`src/rtl/icap_pkg.sv`:
```
// rtl/icap_pkg.sv - ICAP command words, FSM state encoding and warm-boot word list
package icap_pkg;

  localparam logic [31:0] DUMMY     = 32'hFFFF_FFFF;
  localparam logic [31:0] SYNC      = 32'hAA99_5566;
  localparam logic [31:0] NOOP      = 32'h2000_0000;
  localparam logic [31:0] WR_WBSTAR = 32'h3002_0001;
  localparam logic [31:0] WR_CMD    = 32'h3000_8001;
  localparam logic [31:0] CMD_IPROG = 32'h0000_000F;

  localparam int BASE_WORDS = 7;
  // Wide enough for BASE_WORDS plus the largest NOOP tail (8), including the final increment.
  localparam int WORD_CNT_W = 4;

  typedef enum logic [2:0] {
    ST_IDLE  = 3'd0,
    ST_SETUP = 3'd1,
    ST_SEND  = 3'd2,
    ST_HOLD  = 3'd3,
    ST_DONE  = 3'd4
  } icap_state_t;

  function automatic logic [31:0] seq_word(input logic [WORD_CNT_W-1:0] idx,
                                           input logic [31:0] addr);
    case (idx)
      4'd0:    seq_word = DUMMY;
      4'd1:    seq_word = SYNC;
      4'd2:    seq_word = NOOP;
      4'd3:    seq_word = WR_WBSTAR;
      4'd4:    seq_word = addr;
      4'd5:    seq_word = WR_CMD;
      4'd6:    seq_word = CMD_IPROG;
      default: seq_word = NOOP;
    endcase
  endfunction

endpackage

```
`src/rtl/icap_word_serializer.sv`:
```
// rtl/icap_word_serializer.sv - picks one ICAP-width beat of a word, MS slice first, optional per-byte bit reversal
module icap_word_serializer
  import icap_pkg::*;
#(
  parameter int ICAP_WIDTH = 32,
  parameter bit BIT_SWAP   = 1'b1
) (
  input  logic [31:0] word,
  input  logic [1:0]  beat,
  output logic [31:0] data
);

  localparam int K = 32 / ICAP_WIDTH;
  localparam logic [31:0] MASK = (ICAP_WIDTH == 32) ? 32'hFFFF_FFFF
                                                    : ((32'd1 << ICAP_WIDTH) - 32'd1);

  logic [31:0] slice;

  always_comb begin
    slice = '0;
    for (int b = 0; b < K; b++) begin
      if (beat == 2'(b)) slice = (word >> (ICAP_WIDTH * (K - 1 - b))) & MASK;
    end
  end

  // Unused upper bytes are zero, so reversing all four bytes leaves them zero.
  always_comb begin
    data = slice;
    if (BIT_SWAP) begin
      for (int k = 0; k < 4; k++) begin
        for (int j = 0; j < 8; j++) data[8*k+j] = slice[8*k+7-j];
      end
    end
  end

endmodule

```
`src/rtl/icape2_model.sv`:
```
// rtl/icape2_model.sv - behavioural stand-in for the ICAPE2 configuration port primitive
module ICAPE2 #(
  parameter logic [31:0] DEVICE_ID  = 32'h0362_D093,
  parameter string       ICAP_WIDTH = "X32"
) (
  input  logic        CLK,
  input  logic        CSIB,
  input  logic        RDWRB,
  input  logic [31:0] I,
  output logic [31:0] O
);

  localparam logic [31:0] O_MASK = (ICAP_WIDTH == "X8")  ? 32'h0000_00FF :
                                   (ICAP_WIDTH == "X16") ? 32'h0000_FFFF : 32'hFFFF_FFFF;

  logic [31:0] last_word;

  always_ff @(posedge CLK) begin
    if (!CSIB && !RDWRB) last_word <= I;
    O <= (RDWRB ? DEVICE_ID : last_word) & O_MASK;
  end

endmodule

```
`src/rtl/icap_multiboot_ctrl.sv`:
```
// rtl/icap_multiboot_ctrl.sv - issues the WBSTAR + IPROG warm-boot sequence through ICAPE2
module icap_multiboot_ctrl
  import icap_pkg::*;
#(
  parameter int          ICAP_WIDTH   = 32,
  parameter logic [31:0] DEFAULT_ADDR = 32'h0007_D000,
  parameter int          NOOP_TAIL    = 1,
  parameter bit          BIT_SWAP     = 1'b1,
  parameter logic [31:0] DEVICE_ID    = 32'h0362_D093
) (
  input  logic        sclk,
  input  logic        rst,
  input  logic        start,
  input  logic [31:0] boot_addr,
  input  logic        use_default,
  output logic        busy,
  output logic        done,
  output logic        start_ignored,
  output logic        icap_csib,
  output logic        icap_rdwrb,
  output logic [31:0] icap_i
);

  localparam int K      = 32 / ICAP_WIDTH;
  localparam int NWORDS = BASE_WORDS + NOOP_TAIL;
  localparam logic [WORD_CNT_W-1:0] LAST_WORD = WORD_CNT_W'(NWORDS - 1);
  localparam logic [1:0]            LAST_BEAT = 2'(K - 1);

  icap_state_t            state, state_nxt;
  logic [WORD_CNT_W-1:0]  word_cnt;
  logic [1:0]             beat_cnt;
  logic [31:0]            addr_q;
  logic [31:0]            ser_data;
  logic                   last_beat;

  assign last_beat = (beat_cnt == LAST_BEAT) && (word_cnt == LAST_WORD);

  icap_word_serializer #(
    .ICAP_WIDTH (ICAP_WIDTH),
    .BIT_SWAP   (BIT_SWAP)
  ) u_ser (
    .word (seq_word(word_cnt, addr_q)),
    .beat (beat_cnt),
    .data (ser_data)
  );

  always_ff @(posedge sclk) begin
    if (rst) begin
      state    <= ST_IDLE;
      word_cnt <= '0;
      beat_cnt <= '0;
      addr_q   <= '0;
    end else begin
      state <= state_nxt;
      if (state == ST_IDLE && start) addr_q <= use_default ? DEFAULT_ADDR : boot_addr;
      if (state == ST_SEND) begin
        if (beat_cnt == LAST_BEAT) begin
          beat_cnt <= '0;
          word_cnt <= word_cnt + 1'b1;
        end else begin
          beat_cnt <= beat_cnt + 1'b1;
        end
      end else begin
        beat_cnt <= '0;
        word_cnt <= '0;
      end
    end
  end

  // rdwrb only moves in cycles where csib is high (SETUP, HOLD, DONE, IDLE).
  always_comb begin
    state_nxt  = state;
    busy       = 1'b1;
    done       = 1'b0;
    icap_csib  = 1'b1;
    icap_rdwrb = 1'b0;
    icap_i     = '0;
    case (state)
      ST_IDLE: begin
        busy       = 1'b0;
        icap_rdwrb = 1'b1;
        if (start) state_nxt = ST_SETUP;
      end
      ST_SETUP: state_nxt = ST_SEND;
      ST_SEND: begin
        icap_csib = 1'b0;
        icap_i    = ser_data;
        if (last_beat) state_nxt = ST_HOLD;
      end
      ST_HOLD: state_nxt = ST_DONE;
      ST_DONE: begin
        icap_rdwrb = 1'b1;
        done       = 1'b1;
        state_nxt  = ST_IDLE;
      end
      default: begin
        busy       = 1'b0;
        icap_rdwrb = 1'b1;
        state_nxt  = ST_IDLE;
      end
    endcase
    start_ignored = start & busy & ~rst;
  end

  logic [31:0] icap_o;
  logic        unused_icap_o;
  assign unused_icap_o = ^icap_o;

  if (ICAP_WIDTH == 8) begin : g_icap_x8
    ICAPE2 #(.DEVICE_ID(DEVICE_ID), .ICAP_WIDTH("X8")) u_icap (
      .CLK(sclk), .CSIB(icap_csib), .RDWRB(icap_rdwrb), .I(icap_i), .O(icap_o));
  end else if (ICAP_WIDTH == 16) begin : g_icap_x16
    ICAPE2 #(.DEVICE_ID(DEVICE_ID), .ICAP_WIDTH("X16")) u_icap (
      .CLK(sclk), .CSIB(icap_csib), .RDWRB(icap_rdwrb), .I(icap_i), .O(icap_o));
  end else begin : g_icap_x32
    ICAPE2 #(.DEVICE_ID(DEVICE_ID), .ICAP_WIDTH("X32")) u_icap (
      .CLK(sclk), .CSIB(icap_csib), .RDWRB(icap_rdwrb), .I(icap_i), .O(icap_o));
  end

endmodule

```
`config.mk`:
```
export PLATFORM = sky130hd
export DESIGN_NAME = icap_multiboot_ctrl
export DESIGN_NICKNAME = d
export VERILOG_FILES = /design/src/rtl/icap_pkg.sv /design/src/rtl/icap_word_serializer.sv /design/src/rtl/icape2_model.sv /design/src/rtl/icap_multiboot_ctrl.sv
export SDC_FILE = /design/constraint.sdc
export NUM_CORES = 1
export LEC_CHECK = 0
export BUFFER_PORTS_ARGS = -buffer_cell sky130_fd_sc_hd__buf_2
export CAP_MARGIN = 20
export CORE_MARGIN = 8
export CORE_UTILIZATION = 50
export CTS_CLUSTER_DIAMETER = 80
export DETAILED_ROUTE_END_ITERATION = 16
export MAX_ROUTING_LAYER = met4
export PLACE_DENSITY = 0.77
export SLEW_MARGIN = 20
export SYNTH_ARGS = -nofsm -noshare
export SYNTH_HDL_FRONTEND = slang
export SYNTH_SLANG_ARGS = --single-unit
export TNS_END_PERCENT = 50
```
`constraint.sdc`:
```
create_clock -name sclk -period 2.4 [get_ports sclk]
set_input_delay 0.36 -clock sclk [delete_from_list [all_inputs] [get_ports sclk]]
set_output_delay 0.36 -clock sclk [all_outputs]
set_load 0.005 [all_outputs]
```
======== Yosys cells after proc, flatten, opt, wreduce, memory -nomap -nowiden ========
Index checks and enable logic that the tools add are counted.
word-level totals
  word-level logic and storage cells ...... 43
  flip-flop bits (word level) ............. 41
operators by class
  muxes and demuxes ....................... 11
  bitwise gates (word level) .............. 4
  reductions and logical operators ........ 10
  equal/unequal tests ..................... 12
  $add $sub $neg .......................... 2
operators by type and width
  operator               number
  $pmux W32 S6           1
  $mux W32               3
  $eq A4 B3 Y1 const B   4
  $pmux W3 S4            1
  $eq A3 B2 Y1 const B   2
  $mux W3                2
  $reduce_or A3 Y1       2
  $add A4 B1 Y4 const B  1
  $eq A4 B1 Y1 const B   1
  $eq A4 B2 Y1 const B   1
  $logic_not A4 Y1       1
  $mux W1                4
  $ne A2 B2 Y1 const B   2
  $reduce_or A4 Y1       1
  $eq A3 B1 Y1 const B   1
  $eq A3 B3 Y1 const B   1
  $logic_not A3 Y1       1
  $add A2 B1 Y2 const B  1
  $and A1 B1 Y1          2
  $logic_and A1 B1 Y1    2
  $logic_not A2 Y1       1
  $not A1 Y1             2
  $reduce_and A2 Y1      1
  $reduce_or A2 Y1       1

======== Depth between registers and ports, before layout ========
Gate-level depths: netlist of run 1.
  word-level depth ........................ 5
  depth in mapped cells ................... 7
  mapped depth without buffers ............ 5

======== Cells and area by module ========
Synthesis of run 1 repeated with hierarchy kept, for this count alone.
second synthesis, totals
  cell total of the unflattened synthesis .. 336
  area, all modules ....................... 2758.9 um2
by module, submodules not included
  module                area an instance (um2)  times used  cells an instance  seq. area each (um2)
  icap_multiboot_ctrl   2301.0                  1           298                820.8
  icap_word_serializer  457.9                   1           38                 0.0

======== Worst setup path after synthesis of run 1 ========
No wires, ideal clock.
  path type ............................... register to output
  start ................................... reg word_cnt[0]
  end ..................................... out icap_i[15]
  slack ................................... 0.408 ns
  stages on the path, launching flop included .. 7
  arrival ................................. 1.632 ns
  path through ............................ dfxtp_1 -> inv_1 -> ha_1 -> a211o_1 -> o211ai_2 -> clkbuf_1 -> a21oi_1
on the way
  cells in the longest elaborated chain, start to end .. 4
RTL lines
  element                               RTL line                    RTL
  start: declaration                    icap_multiboot_ctrl.sv:30   logic [WORD_CNT_W-1:0] word_cnt;
  start signal: assignment              icap_multiboot_ctrl.sv:59   word_cnt <= word_cnt + 1'b1;
  $eq A4 B3 Y1 (tied with other cells)  icap_pkg.sv:25              case (idx)
  $pmux W32 S6 *                        icap_pkg.sv:25
  $mux W32 *                            icap_word_serializer.sv:22  if (beat == 2'(b)) slice = (word >> (ICAP_WIDTH * (K - 1 - b))) & MASK;
  $mux W32 *                            icap_multiboot_ctrl.sv:78   case (state)
  end: declaration                      icap_multiboot_ctrl.sv:21   output logic [31:0] icap_i
Every way passes the cells marked *; elsewhere a longest branch is shown, timed or not.

======== Final worst setup path of run 1 ========
  start ................................... reg word_cnt[0]
  end ..................................... out icap_i[1]
The elaborated chain is that of the path after synthesis.

==> summary.md, run 1 <==
| Metric | Value |
|---|---|
| Clock latency on the worst-skew pair | `0.30 ns` |
| Ys flop type | `dfxtp_1` |
| Synth cell types | `35` |
| P_leak | `1.159 nW` |
| Max-Cap Viols | `0` |
| Non-Filler Instances | `402` |
| Synthesis-stage register bit count | `41` |
| Clock transition at the registers of the reported paths | `0.08 ns` |
| Clock skew | `0.008181 ns` |
| Vias/cell | `5.311` |
| Post-DP HPWL | `4.201 mm` |
| Asr flop ratio synth | `0%` |
| Final period util | `95.37%` |
| Ant diodes | `0` |
| RSZ-0062 raised after global routing | `false` |
| Post-synth top area cell | `dfxtp_1` |
| Endpoints failing setup | `0` |
| Slew Viols, Final | `0` |
| Max-Slew Margin vs Limit | `70.24%` |
| Setup CP Type | `reg -> out` |
| Setup TNS | `0 ns` |
| R2R Setup Slk | `0.75 ns` |
| Synthesis-to-finish area growth | `23.74%` |
| Final Wtd Congestion | `0.9444` |
| Post-synthesis compound-gate area fraction | `17.60%` |
| Tmin final | `2.289 ns` |
| Worst path required time | `2.04 ns` |
| Hold buffer count at cts | `0` |
| Longest Clk Path Bufs | `2` |
| DRT Pass-1 Iters | `4` |
| Vias post-DR | `2135` |
| Fin nets | `390` |
| Maximum number of pins on one net before global-route repair | `34` |
| Max Clk Rate | `0.4369 GHz` |
| Top cells by area, synth | `dfxtp_1, a21oi_1, nand3b_1` |
| Num CTS Buffers | `5` |
| Number of global-route vias before repair | `2008` |
| Syn nets | `326` |
| Crit path capture type | `output port` |
| Xor-xnor portion of the synthesized cell area | `2.027%` |
| Pwr/cell area | `614.2 nW/um^2` |
| Mux cell area share after synthesis | `0.9265%` |
| Initial Util | `50.67%` |
| Placed Cells | `394` |
| CP arrival | `1.93 ns` |
| Worst-margin pin slew | `0.4464 ns` |
| Hold Path Class | `in -> reg` |
| GRT Overall Usage | `18.60%` |
| Outcome | `finished, final reports clean` |
| Crit path max fanout | `15` |
| Multi-input gate area | `1147 sq um` |
| Full die area | `6681 sq um` |
| Critical path launch point type | `flop` |
| Largest family of logic cells by synthesized area | `simple AND/OR/NAND/NOR gates` |
| Die X | `81.74 um` |
| Die H | `81.74 um` |
| Final Hold Violating Endpoints | `0` |
| Routed Antenna Nets | `0` |
| CTS root buffer | `clkbuf_8` |
| Mean post-synth cell area | `7.582 sq um` |
| H-tree depth | `2` |
| YS warnings | `0` |
| Reg area | `823.3 sq um` |
| Post-CTS setup buffer count | `0` |
| Ports | `73` |
| CTS sink cnt | `41` |
| Aggregate routed wire length | `5.932 mm` |
| First-pass GRT wire length | `9.397 mm` |
| Drt drc | `0` |
| Wire per inst | `14.76 um` |
| Synth Area in Adders | `2.895%` |
| Port bufs | `72` |
| Most common cell in the netlist | `a21oi_1` |
| Initial DRC count | `119` |
| Share of cells above drive strength 1 | `28.57%` |
| EDFF count, synth | `0` |
| Post-synthesis sequential area ratio | `37.98%` |
| Post-synth top area share | `37.98%` |
| CTS tree | `done` |
| Worst VDD drop | `0.3925 mV` |
| Synth Area in Simple Gates | `29.24%` |
| Gate Count Post-Synth | `285` |
| Initial antenna violation count | `0` |
| Remaining Overflow, GRT | `0` |
| FP Rows | `24` |
| Area of the core | `4264 sq um` |
| Top cells by count, synth | `a21oi_1, nand2_1, dfxtp_1` |
| Fin Hold WS | `0.3178 ns` |
| Pwr Total | `0.001642 W` |
| Mapped cell area | `2161 sq um` |
| Fillers | `395` |
==> layout make-up <==
| type | count | area share, % |
|---|---|---|
| Clock buffer | 6 | 3.088 |
| Clock inverter | 2 | 1.404 |
| Inverter | 19 | 2.667 |
| Multi-Input combinational cell | 199 | 42.91 |
| Sequential cell | 41 | 30.79 |
| Tap cell | 52 | 2.433 |
| Timing Repair Buffer | 83 | 16.71 |
==> what timing repair did <==
item                                   4_1_cts  5_1_grt
endpoints found under the hold margin        0        0
resized for setup                            0        3
setup endpoints to repair                    0       15
==> path summary, 6_finish.rpt <==
path | startpoint | to | depth (start not counted)
hold / removal | boot_addr[8] | addr_q[8] | 3
setup / recovery | word_cnt[0] | icap_i[1] | 7
hold reg to reg | beat_cnt[0] | beat_cnt[0] | 1
setup reg to reg | state[1] | addr_q[18] | 4
==> critical path, cell delays in order, from the launching register on <==
cell and delay (ns):
dfxtp_2 0.38, inv_1 0.07, ha_1 0.26, a211o_1 0.32, o211ai_2 0.20, buf_6 0.20
a21oi_1 0.07, buf_2 0.13
==> cell usage in the layout, fill, tap and decap left out, drive strengths merged <==
master | netlist | layout
nand3b | 27 | 27
nor2 | 13 | 13
and3b | 2 | 2
a211oi | 1 | 1
xor2 | 1 | 1
and2 | 1 | 1
o21ai | 4 | 4
dfxtp | 41 | 41
nand4 | 1 | 1
and3 | 1 | 1
a41oi | 1 | 1
bufinv | 0 | 1
clkinvlp | 0 | 1
nor2b | 3 | 3
clkbuf | 14 | 6
nor3 | 14 | 14
mux2i | 2 | 2
xnor2 | 4 | 4
or4b | 1 | 1
nand3 | 1 | 1
inv | 19 | 19
o211ai | 1 | 1
buf | 12 | 83
a21oi | 58 | 58
nand2 | 47 | 47
o311a | 1 | 1
nand2b | 1 | 1
a211o | 2 | 2
o311ai | 1 | 1
nor3b | 2 | 2
nor4b | 1 | 1
or2 | 2 | 2
nor4 | 1 | 1
ha | 5 | 5
==> logic make-up (layout without fill, tap and decap cells) <==
| logic type | Yosys count | in the layout |
|---|---|---|
| xor gates and xnor gates | 5 | 5 |
| DFF | 41 | 41 |
| and+or+nand+nor | 118 | 118 |
| adders and majority gates | 5 | 5 |
| muxes | 2 | 2 |
| AOI/OAI and AO/OA | 69 | 69 |
| buffers and inverters | 45 | 110 |
==> stage by stage <==
step | utilization [%] | area (sq um) | setup slack (ns)
after floorplan | - | 2161 | 0.4080
after global placement | 59.74 | 2547 | 0.4332
after detailed placement | 59.74 | 2547 | 0.3484
after CTS | 62.56 | 2668 | 0.009201
after global routing | 62.71 | 2674 | 0.006973
final | 62.71 | 2674 | 0.1112
==> per-layer routing <==
layer  global-route usage [%]  part of all wire [%]  up-vias
li1                         -                     -     1080
met5                        -                     0        -
met3                    2.407                   5.3        9
met1                    22.02                    43      975
met4                    11.05                   2.2        0
met2                    29.52                    50       71
==> registers in the layout (all words and copies together) (netlist names) <==
signal	count
state	3
word_cnt	4
beat_cnt	2
addr_q	32
==> power breakdown <==
part | switching (W) | total [W] | internal (W) | leakage [nW]
registers | 0.0000219 | 0.000738 | 0.000716 | 0.335
clock network | 0.000245 | 0.000583 | 0.000338 | 0.0574
logic | 0.000178 | 0.000321 | 0.000143 | 0.766
total | 0.000445 | 0.00164 | 0.00120 | 1.16
(Power assumes the default switching activity.)
==> inputs of run 2 (changes only) <==
--- a/config.mk
+++ b/config.mk
@@ -5,10 +5,11 @@
 export SDC_FILE = /design/constraint.sdc
 export NUM_CORES = 1
 export LEC_CHECK = 0
+export ABC_AREA = 1
 export BUFFER_PORTS_ARGS = -buffer_cell sky130_fd_sc_hd__buf_2
 export CAP_MARGIN = 20
 export CORE_MARGIN = 8
-export CORE_UTILIZATION = 50
+export CORE_UTILIZATION = 51
 export CTS_CLUSTER_DIAMETER = 80
 export DETAILED_ROUTE_END_ITERATION = 16
 export MAX_ROUTING_LAYER = met4
==> summary.md, run 2 <==
| Metric | Value |
|---|---|
| Pwr Total | `0.002000 W (+22%)` |
| Full die area | `7105 sq um (+6.3%)` |
| Aggregate routed wire length | `6.587 mm (+11%)` |
| Seq pwr share | `40.7% (-4.2 points)` |
| Most common cell after layout, fill and taps aside | `buf_2` |
| Clock latency on the worst-skew pair | `0.29 ns (about the same)` |
| CTS sink cnt | `41 (unchanged)` |
| Slowest cell on the critical path | `dfxtp_1` |
| Switching pwr | `0.0006935 W (+56%)` |
| Routed Antenna Nets | `0 (unchanged)` |
| Max-Slew Margin vs Limit | `66.09% (-4.1 points)` |
| Post-synthesis sequential area ratio | `34.51% (-3.5 points)` |
| Top cells by area, synth | `dfxtp_1, nand2_1, inv_1` |
| Pwr/cell area | `693.0 nW/um^2 (+13%)` |
| Fin nets | `485 (+24%)` |
| Crit path max fanout | `18 (+3)` |
| Num CTS Buffers | `5 (unchanged)` |
| Hold buffer count at cts | `0 (unchanged)` |
| Worst VDD drop | `0.3596 mV (-8.4%)` |
| Reg-to-Reg End | `addr_q[28]` |
| CTS root buffer | `clkbuf_8` |
| Initial antenna violation count | `0 (unchanged)` |
| Maximum number of pins on one net before global-route repair | `47 (+38%)` |
| DRT Pass-1 Iters | `4 (unchanged)` |
| Max-Cap Viols | `0 (unchanged)` |
| Max incr delay on CP | `0.35 ns (-0.03 ns)` |
| Asr flop ratio synth | `0% (unchanged)` |
| Worst path required time | `2.04 ns (about the same)` |
| Final Wtd Congestion | `0.9324 (-1.3%)` |
| CP arrival | `1.89 ns (-0.04 ns)` |
| Post-DP HPWL | `4.728 mm (+13%)` |
| Ports | `73 (unchanged)` |
| Mapped cell area | `2379 sq um (+10%)` |
| Ys flop type | `dfxtp_1` |
| Sw frac | `34.67% (+7.6 points)` |
| Remaining Overflow, GRT | `0 (unchanged)` |
| Vias/cell | `5.036 (-5.2%)` |
| Stages on the worst setup path | `9 (+2)` |
| Setup TNS | `0 ns (unchanged)` |
| Syn nets | `420 (+29%)` |
| Endpoints failing setup | `0 (unchanged)` |
| H-tree depth | `2 (unchanged)` |
| Critical path launch point type | `flop` |
| Ant diodes | `0 (unchanged)` |
| Top Family by Delay on Critical Path | `simple AND/OR/NAND/NOR gates` |
| Clock Power Share | `24.6% (-11 points)` |
| Comb pwr share | `34.7% (+15 points)` |
| Most frequent cells in the layout | `buf_2, nand2_1, inv_1, a21oi_1` |
| Setup ws final | `0.1473 ns (+0.03612 ns)` |
| FP Rows | `25 (+4.2%)` |
| R2R Path Start | `state[0]` |
| Hold Path Class | `in -> reg` |
| GRT Overall Usage | `18.91% (+0.31 points)` |
| Tmin final | `2.253 ns (-0.03612 ns)` |
| Worst hold start | `boot_addr[14]` |
| Longest Clk Path Bufs | `2 (unchanged)` |
| Vias post-DR | `2513 (+18%)` |
| Placed Cells | `491 (+25%)` |
| Synthesis-to-finish area growth | `21.36%` |
| Pre-CTS setup slack | `0.4141 ns (+0.06571 ns)` |
| Top flop regs | `addr_q (32), word_cnt (4), state (3)` |
| Placed cell area | `2771 sq um (+8.8%)` |
| Worst path bufs/invs | `3 (unchanged)` |
| Internal power | `0.001307 W (+9.2%)` |
| Number of global-route vias before repair | `2403 (+20%)` |
| Reg with most FFs | `addr_q` |
| Max reg flops | `32 (unchanged)` |
| Worst Setup SP | `word_cnt[0]` |
| Slew Viols, Final | `0 (unchanged)` |
| P_leak | `1.627 nW (+40%)` |
| CP cell instances | `inv_1 > ha_2 > nand3_4 > nand2_1 > inv_2 > nand3_2 > nand2_8 > nor2_2 > buf_2` |
| Mean post-synth cell area | `6.276 sq um (-17%)` |
| Post-CTS setup buffer count | `0 (unchanged)` |
| Clock skew | `0.007658 ns (-0.0005234 ns)` |
| Top cells by count, synth | `nand2_1, inv_1, a21oi_1` |
| Final period util | `93.86% (-1.5 points)` |
| Clock transition at the registers of the reported paths | `0.08 ns (about the same)` |
| Wire per inst | `13.20 um (-11%)` |
| Hold path cells | `3 (unchanged)` |
| Post-synth top area cell | `dfxtp_1` |
| Gate Count Post-Synth | `379 (+33%)` |
| Synth cell types | `29 (-17%)` |
| Final Hold Violating Endpoints | `0 (unchanged)` |
| EDFF count, synth | `0 (unchanged)` |
| Post-CTS sizing | `0 (unchanged)` |
| Outcome | `finished, final reports clean` |
| Area of the core | `4598 sq um (+7.8%)` |
| Initial Util | `51.73% (+1.1 points)` |
| YS warnings | `0 (unchanged)` |
| Die H | `84.29 um (+3.1%)` |
| R2R Setup Slk | `0.84 ns (+0.09 ns)` |
| Port bufs | `72 (unchanged)` |
| Share of cells above drive strength 1 | `25.17% (-3.4 points)` |
| Hold-critical path endpoint | `addr_q[14]` |
| Setup CP Type | `reg -> out` |
| Crit path capture type | `output port` |
| Die X | `84.29 um (+3.1%)` |
| Register-to-Register Path Depth | `6 (+2)` |
| Synthesis-stage register bit count | `41 (unchanged)` |
| Drt drc | `0 (unchanged)` |
| Cell area after layout | `2887 sq um (+8.0%)` |
| Worst-margin pin slew | `0.5068 ns (+0.06037 ns)` |
| Post-synth top area share | `34.51% (-3.5 points)` |
| Non-Filler Instances | `499 (+24%)` |
| Most common cell in the netlist | `nand2_1` |
| CTS tree | `done` |
| First-pass GRT wire length | `11.10 mm (+18%)` |
| RSZ-0062 raised after global routing | `false` |
| Max Clk Rate | `0.4439 GHz (+1.6%)` |
| Initial DRC count | `195 (+64%)` |
[run 2: through the flow]
stage | util (%) | hold WS (ns)
final | 62.78 | 0.2796
after global routing | 62.78 | 0.2887
after CTS | 62.48 | 0.2774
after detailed placement | 60.27 | 0.4111
after global placement | 60.27 | 0.4076
after floorplan | - | 0.3975
[run 2: power groups by stage]
stage                     registers, W  logic, W  clock network (W)
after detailed placement      0.000828  0.000687                  0
final                         0.000814  0.000694           0.000493
after global placement        0.000825  0.000675                  0
after CTS                     0.000812  0.000692           0.000500
after floorplan               0.000818  0.000461                  0
after global routing          0.000824  0.000798           0.000527
[run 2: final cells by class]
class,instances,area (sq um)
well taps,54,67.56
clock buffers,7,96.34
fillers,418,1712
multi-input cells,243,1191
flip-flops and latches,41,820.8
repair buffers,79,425.4
clock inverters,1,5.005
inverters,74,280.3
[run 2: how the worst max path moves through the flow]
stage,endpoint,slack [ns]
after CTS,icap_i[29],0.09
after detailed placement,icap_i[8],0.41
after global placement,icap_i[8],0.50
after floorplan,icap_i[10],0.70
after global routing,icap_i[31],0.006
final,icap_i[29],0.15
[run 2: metal layers]
layer	share of wire (%)	GRT usage [%]
met5	0	-
met4	1.8	5.181
met3	5.5	3.388
met2	48	31.06
met1	45	23.09
[run 2: cell families after synthesis]
group,synth area share [%]
and+or+nand+nor,33.09
buffers and inverters,15.89
AOI/OAI and AO/OA,13.52
DFF,34.51
adders and majority gates,2.630
xor gates and xnor gates,0.3683
[run 2: worst reg2reg max path, stage by stage (launching register included)]
cell	delay, ns
dfxtp_1	0.35
nor2_4	0.17
nand3_2	0.34
buf_12	0.32
nand2_1	0.09
inv_1	0.04
nor3_1	0.17
